<file path="src/rtl/vram_arb_pkg.sv">
// Shared VRAM widths, arbiter defaults and the types used by the arbiter and its write FIFO.
package z88_vram_pkg;

    localparam int unsigned VRAM_AW        = 14;
    localparam int unsigned VRAM_DW        = 4;
    localparam int unsigned FIFO_DEPTH_DEF = 4;
    localparam int unsigned HI_WM_DEF      = 3;

    typedef struct packed {
        logic [VRAM_AW-1:0] a;
        logic [VRAM_DW-1:0] d;
    } wentry_t;

    typedef enum logic [1:0] {
        GNT_IDLE,
        GNT_RD,
        GNT_WR
    } gnt_e;

endpackage

</file>
<file path="src/rtl/vram_arb_if.sv">
// Bundle of the writer, scanout-reader and VRAM port signals around the arbiter.
interface vram_arb_if import z88_vram_pkg::*; #(
    parameter int unsigned FIFO_DEPTH = FIFO_DEPTH_DEF
);
    localparam int unsigned CW = $clog2(FIFO_DEPTH) + 1;

    logic               lcdon;
    logic               w_we;
    logic [VRAM_AW-1:0] w_a;
    logic [VRAM_DW-1:0] w_d;
    logic               rd_req;
    logic [VRAM_AW-1:0] rd_a;
    logic               rd_ack;
    logic               rd_vld;
    logic [VRAM_DW-1:0] rd_d;
    logic [VRAM_AW-1:0] ram_a;
    logic [VRAM_DW-1:0] ram_di;
    logic               ram_we;
    logic [VRAM_DW-1:0] ram_do;
    logic               ovf;
    logic [CW-1:0]      fifo_cnt;

    modport slave (
        input  lcdon, w_we, w_a, w_d, rd_req, rd_a, ram_do,
        output rd_ack, rd_vld, rd_d, ram_a, ram_di, ram_we, ovf, fifo_cnt
    );

    modport master (
        output lcdon, w_we, w_a, w_d, rd_req, rd_a, ram_do,
        input  rd_ack, rd_vld, rd_d, ram_a, ram_di, ram_we, ovf, fifo_cnt
    );

endinterface

</file>
<file path="src/rtl/vram_wfifo.sv">
// Synchronous write FIFO; a push into a full FIFO is accepted only when a pop frees a slot.
module vram_wfifo import z88_vram_pkg::*; #(
    parameter int unsigned DEPTH = FIFO_DEPTH_DEF
) (
    input  logic                   clk_i,
    input  logic                   rst_i,
    input  logic                   push_i,
    input  logic                   pop_i,
    input  logic                   flush_i,
    input  wentry_t                wdata_i,
    output wentry_t                rdata_o,
    output logic [$clog2(DEPTH):0] count_o,
    output logic                   full_o,
    output logic                   empty_o
);
    localparam int unsigned PW = $clog2(DEPTH);
    localparam int unsigned CW = PW + 1;

    wentry_t       mem_q [DEPTH];
    logic [PW-1:0] wr_ptr_q, wr_ptr_d;
    logic [PW-1:0] rd_ptr_q, rd_ptr_d;
    logic [CW-1:0] cnt_q, cnt_d;
    logic          do_push, do_pop;

    assign full_o  = (cnt_q == CW'(DEPTH));
    assign empty_o = (cnt_q == '0);
    assign do_pop  = pop_i && !empty_o && !flush_i;
    assign do_push = push_i && !flush_i && (!full_o || do_pop);

    always_comb begin
        wr_ptr_d = wr_ptr_q;
        rd_ptr_d = rd_ptr_q;
        cnt_d    = cnt_q;
        if (flush_i) begin
            wr_ptr_d = '0;
            rd_ptr_d = '0;
            cnt_d    = '0;
        end else begin
            if (do_push) wr_ptr_d = wr_ptr_q + 1'b1;
            if (do_pop)  rd_ptr_d = rd_ptr_q + 1'b1;
            if (do_push && !do_pop)      cnt_d = cnt_q + 1'b1;
            else if (do_pop && !do_push) cnt_d = cnt_q - 1'b1;
        end
    end

    always_ff @(posedge clk_i) begin
        if (rst_i) begin
            wr_ptr_q <= '0;
            rd_ptr_q <= '0;
            cnt_q    <= '0;
        end else begin
            wr_ptr_q <= wr_ptr_d;
            rd_ptr_q <= rd_ptr_d;
            cnt_q    <= cnt_d;
        end
    end

    always_ff @(posedge clk_i) begin
        if (do_push) mem_q[wr_ptr_q] <= wdata_i;
    end

    assign rdata_o = mem_q[rd_ptr_q];
    assign count_o = cnt_q;

endmodule

</file>
<file path="src/rtl/vram_arb.sv">
// Single-port VRAM arbiter: buffered screen writes versus scanout reads, one RAM operation per cycle.
module vram_arb import z88_vram_pkg::*; #(
    parameter int unsigned FIFO_DEPTH = FIFO_DEPTH_DEF,
    parameter int unsigned HI_WM      = HI_WM_DEF
) (
    input logic       mck,
    input logic       rin,
    vram_arb_if.slave bus
);
    localparam int unsigned   CW      = $clog2(FIFO_DEPTH) + 1;
    localparam logic [CW-1:0] HI_WM_C = CW'(HI_WM);

    wentry_t            wr_entry, head;
    logic [CW-1:0]      cnt;
    logic               full, empty, push, pop, drop;
    gnt_e               gnt;

    logic [VRAM_AW-1:0] ram_a_q, ram_a_d;
    logic [VRAM_DW-1:0] ram_di_q, ram_di_d;
    logic               ram_we_q, ram_we_d;
    logic               rd_ack_q, rd_ack_d;
    logic               rd_vld_q, rd_vld_d;
    logic               ovf_q, ovf_d;

    assign wr_entry.a = bus.w_a;
    assign wr_entry.d = bus.w_d;
    assign push       = bus.lcdon && bus.w_we;
    assign pop        = (gnt == GNT_WR);
    assign drop       = push && full && !pop;

    vram_wfifo #(.DEPTH(FIFO_DEPTH)) u_wfifo (
        .clk_i   (mck),
        .rst_i   (rin),
        .push_i  (push),
        .pop_i   (pop),
        .flush_i (!bus.lcdon),
        .wdata_i (wr_entry),
        .rdata_o (head),
        .count_o (cnt),
        .full_o  (full),
        .empty_o (empty)
    );

    // rd_ack is registered, so every cycle rd_req is high at a decision is a fresh request;
    // the requester advances rd_a (or drops rd_req) in the cycle it sees rd_ack.
    always_comb begin
        gnt = GNT_IDLE;
        if (bus.lcdon && (cnt >= HI_WM_C)) gnt = GNT_WR;
        else if (bus.rd_req)               gnt = GNT_RD;
        else if (bus.lcdon && !empty)      gnt = GNT_WR;
    end

    always_comb begin
        ram_a_d  = ram_a_q;
        ram_di_d = ram_di_q;
        ram_we_d = 1'b0;
        rd_ack_d = 1'b0;
        rd_vld_d = rd_ack_q;
        ovf_d    = ovf_q || drop;
        case (gnt)
            GNT_WR: begin
                ram_we_d = 1'b1;
                ram_a_d  = head.a;
                ram_di_d = head.d;
            end
            GNT_RD: begin
                rd_ack_d = 1'b1;
                ram_a_d  = bus.rd_a;
            end
            default: ;
        endcase
    end

    always_ff @(posedge mck) begin
        if (rin) begin
            ram_a_q  <= '0;
            ram_di_q <= '0;
            ram_we_q <= 1'b0;
            rd_ack_q <= 1'b0;
            rd_vld_q <= 1'b0;
            ovf_q    <= 1'b0;
        end else begin
            ram_a_q  <= ram_a_d;
            ram_di_q <= ram_di_d;
            ram_we_q <= ram_we_d;
            rd_ack_q <= rd_ack_d;
            rd_vld_q <= rd_vld_d;
            ovf_q    <= ovf_d;
        end
    end

    assign bus.ram_a    = ram_a_q;
    assign bus.ram_di   = ram_di_q;
    assign bus.ram_we   = ram_we_q;
    assign bus.rd_ack   = rd_ack_q;
    assign bus.rd_vld   = rd_vld_q;
    assign bus.rd_d     = rd_vld_q ? bus.ram_do : '0;
    assign bus.ovf      = ovf_q;
    assign bus.fifo_cnt = cnt;

endmodule

</file>
<file path="src/flat_wrapper.sv">
// flat-port wrapper written by rule: the top's interface ports become plain ports
module vram_arb_flat import z88_vram_pkg::*;
#(
    parameter int unsigned FIFO_DEPTH = FIFO_DEPTH_DEF,
    parameter int unsigned HI_WM      = HI_WM_DEF
)
  (mck, rin, bus_lcdon, bus_w_we, bus_w_a, bus_w_d, bus_rd_req, bus_rd_a, bus_ram_do, bus_rd_ack, bus_rd_vld, bus_rd_d, bus_ram_a, bus_ram_di, bus_ram_we, bus_ovf, bus_fifo_cnt);
  vram_arb_if #(.FIFO_DEPTH(FIFO_DEPTH)) bus_i ();
  input logic mck;
  input logic rin;
  input wire logic [$bits(bus_i.lcdon)-1:0] bus_lcdon;
  input wire logic [$bits(bus_i.w_we)-1:0] bus_w_we;
  input wire logic [$bits(bus_i.w_a)-1:0] bus_w_a;
  input wire logic [$bits(bus_i.w_d)-1:0] bus_w_d;
  input wire logic [$bits(bus_i.rd_req)-1:0] bus_rd_req;
  input wire logic [$bits(bus_i.rd_a)-1:0] bus_rd_a;
  input wire logic [$bits(bus_i.ram_do)-1:0] bus_ram_do;
  output wire logic [$bits(bus_i.rd_ack)-1:0] bus_rd_ack;
  output wire logic [$bits(bus_i.rd_vld)-1:0] bus_rd_vld;
  output wire logic [$bits(bus_i.rd_d)-1:0] bus_rd_d;
  output wire logic [$bits(bus_i.ram_a)-1:0] bus_ram_a;
  output wire logic [$bits(bus_i.ram_di)-1:0] bus_ram_di;
  output wire logic [$bits(bus_i.ram_we)-1:0] bus_ram_we;
  output wire logic [$bits(bus_i.ovf)-1:0] bus_ovf;
  output wire logic [$bits(bus_i.fifo_cnt)-1:0] bus_fifo_cnt;
  assign bus_i.lcdon = bus_lcdon;
  assign bus_i.w_we = bus_w_we;
  assign bus_i.w_a = bus_w_a;
  assign bus_i.w_d = bus_w_d;
  assign bus_i.rd_req = bus_rd_req;
  assign bus_i.rd_a = bus_rd_a;
  assign bus_i.ram_do = bus_ram_do;
  assign bus_rd_ack = bus_i.rd_ack;
  assign bus_rd_vld = bus_i.rd_vld;
  assign bus_rd_d = bus_i.rd_d;
  assign bus_ram_a = bus_i.ram_a;
  assign bus_ram_di = bus_i.ram_di;
  assign bus_ram_we = bus_i.ram_we;
  assign bus_ovf = bus_i.ovf;
  assign bus_fifo_cnt = bus_i.fifo_cnt;
  vram_arb #(.FIFO_DEPTH(FIFO_DEPTH), .HI_WM(HI_WM)) u_core (.mck(mck), .rin(rin), .bus(bus_i));
endmodule
</file>
<file path="config.mk">
export PLATFORM = sky130hd
export DESIGN_NAME = vram_arb_flat
export DESIGN_NICKNAME = d
export VERILOG_FILES = /design/src/rtl/vram_arb_pkg.sv /design/src/rtl/vram_arb_if.sv /design/src/rtl/vram_wfifo.sv /design/src/rtl/vram_arb.sv /design/src/flat_wrapper.sv
export SDC_FILE = /design/constraint.sdc
export NUM_CORES = 1
export LEC_CHECK = 0
export CORE_MARGIN = 5
export CORE_UTILIZATION = 45
export DETAILED_ROUTE_END_ITERATION = 6
export DONT_BUFFER_PORTS = 1
export PLACE_DENSITY_LB_ADDON = 0.25
export SLEW_MARGIN = 0
export SYNTH_ARGS = -nofsm -noshare
export SYNTH_HDL_FRONTEND = slang
export SYNTH_SLANG_ARGS = --single-unit
</file>
<file path="constraint.sdc">
create_clock -name mck -period 3.5 [get_ports mck]
set_input_delay 0.7 -clock mck [delete_from_list [all_inputs] [get_ports mck]]
set_output_delay 0.7 -clock mck [all_outputs]
set_load 0.05 [all_outputs]
</file>
==> impl_metrics.json <==
{
  "status": "finished clean",
  "rsz0062_at_grt": "no",
  "antenna_found_initial": 0,
  "critical_path_buf_inv_count": 1,
  "hold_depth": 1,
  "die_w_um": 107,
  "die_h_um": 107,
  "syn_area_per_cell_sq_um": 14.7,
  "max_stage_delay_ps": 450,
  "synthFlopType": "edfxtp_1",
  "post-cts-setup-buffer-count": 0,
  "critical_path_class": "reg2reg",
  "route.detailed.drc": 0,
  "cts_buffer_depth": 2,
  "seqCellArea_sq_um": 2780,
  "num_io_pins": 70,
  "via_per_inst": 5.63,
  "arrival_ps": 3240,
  "r2r-end": "u_core.u_wfifo.count_o[2]$_SDFFE_PP0P_",
  "final_period_minus_worst_setup_slack_ps": 2960,
  "synthMuxAreaShare": 0.106,
  "slowest_stage": "nor4b_2",
  "hold_buffers": 0,
  "ir_drop_mv": 0.275,
  "cts_resized": 0,
  "min_from": "rin",
  "ant_nets": 0,
  "tritoncts": "yes",
  "powerDensity_nw_per_um2": 492,
  "gp_congestion": 0.757,
  "cp_max_fo": 8,
  "crit_path_end_kind": "register",
  "max_freq_ghz": 0.338,
  "synth_top_family_by_area": "multiplexers",
  "ys_warn_count": 0,
  "synth-simple-area-share": 0.0612,
  "max_slew.worst_pin.slew_ps": 1030,
  "skew_ps": 6.94,
  "fin_crit_sh": 0.846,
  "grt-ovfl-total": 0,
  "synthCells": 285,
  "insertion_delay_ps": 350,
  "p_leak_nw": 1.46,
  "path_cells": "maj3_1 > o21a_1 > ha_1 > nor4b_2 > nor2_1 > ha_1 > inv_1 > fa_1 > xor2_1 > or3_1 > a21oi_1",
  "crit_cells": 11,
  "wl_per_cell_um": 20.1,
  "crit_family": "adder cells",
  "syn_to_final_growth_pct": 5.61,
  "grt_pass1_vias": 2300,
  "fillers": 786,
  "initial_core_util": 0.458,
  "cpMostUsedCell": "ha_1",
  "finalNetCount": 336,
  "clockRootBuffer": "clkbuf_8",
  "rrSetupSlack_ps": 540,
  "syn_area_sq_um": 4190,
  "synth-compound-area-share": 0.0910,
  "reg2regPathDepth": 11,
  "die_area_sq_um": 11400,
  "drt-initial-drc-count": 101,
  "drv_cap": 0,
  "row_count": 35,
  "grt_max_degree": 33,
  "routed_wl_um": 8120,
  "grt_pass1_wl_um": 12500,
  "final_max_slew_viol_count": 0,
  "core_region_area_sq_um": 9150,
  "finalSetupViolations": 0,
  "clkTransAtPathRegs_ps": 100,
  "hpwl_um": 5290,
  "cts_htree_levels": 3,
  "hold_viol": 0,
  "drive_above_1_share": 0.151,
  "required_ps": 3780,
  "syn_nets": 334,
  "dp_cells": 387,
  "dr.pass1.iters": 4,
  "grt.total_usage": 0.145,
  "async_reset_ff_frac": 0,
  "stdcell_count": 403,
  "ys_ff_latch": 103,
  "tns_ps": 0,
  "synth_xor_area_frac": 0.00626,
  "slew_headroom": 0.311,
  "synth_edf_count": 72,
  "numClockSinks": 103,
  "r2r_start": "u_core.u_wfifo.count_o[0]$_SDFFE_PP0P_",
  "multi_input_area_sq_um": 1230,
  "antennaDiodeCount": 0,
  "dr_total_vias": 2269,
  "synth-seq-area-share": 0.663,
  "cts_buffers": 9,
  "port_buffers": 0,
  "synth_adder_area_share": 0.0280,
  "hold_class": "in2reg",
  "worstSetupStartpointType": "register",
  "synth_cell_types": 39,
  "hold_path_end": "u_core.bus.rd_vld$_SDFF_PP0_"
}
==> sequential cells by signal, indices dropped and copies added (netlist names), named ones only <==
signal,flops
u_core.bus.ram_di,4
u_core.bus.rd_ack,1
u_core.u_wfifo.wr_ptr_q,2
u_core.bus.rd_vld,1
u_core.bus.ovf,1
u_core.u_wfifo.mem_q,72
u_core.u_wfifo.rd_ptr_q,2
u_core.bus.ram_we,1
u_core.bus.ram_a,14
u_core.u_wfifo.count_o,3
==> worst max path at each step <==
stage | from | endpoint | slack [ps]
after floorplan | bus_rd_req | u_core.u_wfifo.count_o[2]$_SDFFE_PP0P_ | 470
after global placement | bus_rd_req | u_core.u_wfifo.mem_q[1][16]$_DFFE_PP_ | 390
after detailed placement | bus_rd_req | u_core.u_wfifo.count_o[2]$_SDFFE_PP0P_ | 300
after CTS | u_core.u_wfifo.count_o[0]$_SDFFE_PP0P_ | u_core.u_wfifo.count_o[2]$_SDFFE_PP0P_ | 550
after global routing | u_core.u_wfifo.count_o[0]$_SDFFE_PP0P_ | u_core.u_wfifo.count_o[2]$_SDFFE_PP0P_ | 290
final | u_core.u_wfifo.count_o[0]$_SDFFE_PP0P_ | u_core.u_wfifo.count_o[2]$_SDFFE_PP0P_ | 540
==> cell usage after synthesis (3+ instances only) <==
library cell / number / share of area
nor2_1: 10 / 0.0090
and3_1: 4 / 0.0060
nor2b_1: 3 / 0.0045
inv_1: 22 / 0.020
clkbuf_1: 4 / 0.0036
ha_1: 7 / 0.021
or2_0: 4 / 0.0060
a221oi_1: 7 / 0.015
edfxtp_1: 72 / 0.52
mux2_2: 12 / 0.032
a21oi_1: 6 / 0.0072
a221o_1: 9 / 0.021
dfxtp_1: 31 / 0.15
mux4_2: 4 / 0.021
buf_2: 5 / 0.0060
buf_6: 3 / 0.0081
o22ai_1: 9 / 0.013
o21ai_0: 15 / 0.018
nand2_1: 11 / 0.0098
and2_1: 4 / 0.0060
mux2i_1: 19 / 0.045
a221oi_2: 3 / 0.011
==> logic make-up after synthesis <==
group	count (synthesis)
AOI/OAI and AO/OA	51
xor gates and xnor gates	3
adders and majority gates	9
buffers and inverters	36
DFF	103
muxes	37
and+or+nand+nor	46
==> metal layers <==
| metal | global-route usage | part of all wire | up-vias |
|---|---|---|---|
| met5 | 0 | 0 | - |
| met4 | 0.0384 | 0.0096 | 0 |
| met3 | 0.0419 | 0.050 | 7 |
| met2 | 0.240 | 0.49 | 55 |
| met1 | 0.187 | 0.45 | 1140 |
| li1 | - | - | 1067 |
==> metrics by stage <==
step / utilization / area (sq um) / hold slack [ps] / total power, mW / setup slack [ps]
after floorplan: - / 4190 / 460 / 1.54 / 472
after global placement: 0.467 / 4270 / 481 / 1.57 / 389
after detailed placement: 0.467 / 4270 / 486 / 1.57 / 303
after CTS: 0.484 / 4430 / 391 / 2.20 / 547
after global routing: 0.484 / 4430 / 386 / 2.26 / 291
final: 0.484 / 4430 / 406 / 2.18 / 538
==> layout by cell type, fill, tap and decap left out, types with 5 or more instances in the layout <==
master / Yosys / final
a21oi_1: 6 / 6
o21ai_0: 15 / 15
a221o_1: 9 / 9
nand2_1: 11 / 11
a221oi_1: 7 / 7
nor2_1: 10 / 10
mux2i_1: 19 / 19
mux2_2: 12 / 12
clkbuf_8: 0 / 9
o22ai_1: 9 / 9
ha_1: 7 / 7
inv_1: 22 / 22
dfxtp_1: 31 / 30
buf_4: 1 / 5
edfxtp_1: 72 / 72
==> power by group <==
part           total (mW)  switching (mW)  internal (mW)  leakage [nW]
sequential           1.42          0.0841           1.34         0.908
clock               0.638           0.382          0.257        0.0740
combinational       0.122          0.0741         0.0484         0.481
==> cell type report <==
class,instances,share of cell area
Clock inverter,4,0.00537
Multi-Input combinational cell,146,0.277
Sequential cell,103,0.629
Inverter,22,0.0186
Timing Repair Buffer,5,0.00847
Tap cell,111,0.0314
Clock buffer,12,0.0305
Note: power is estimated with default switching activity, not from simulation.
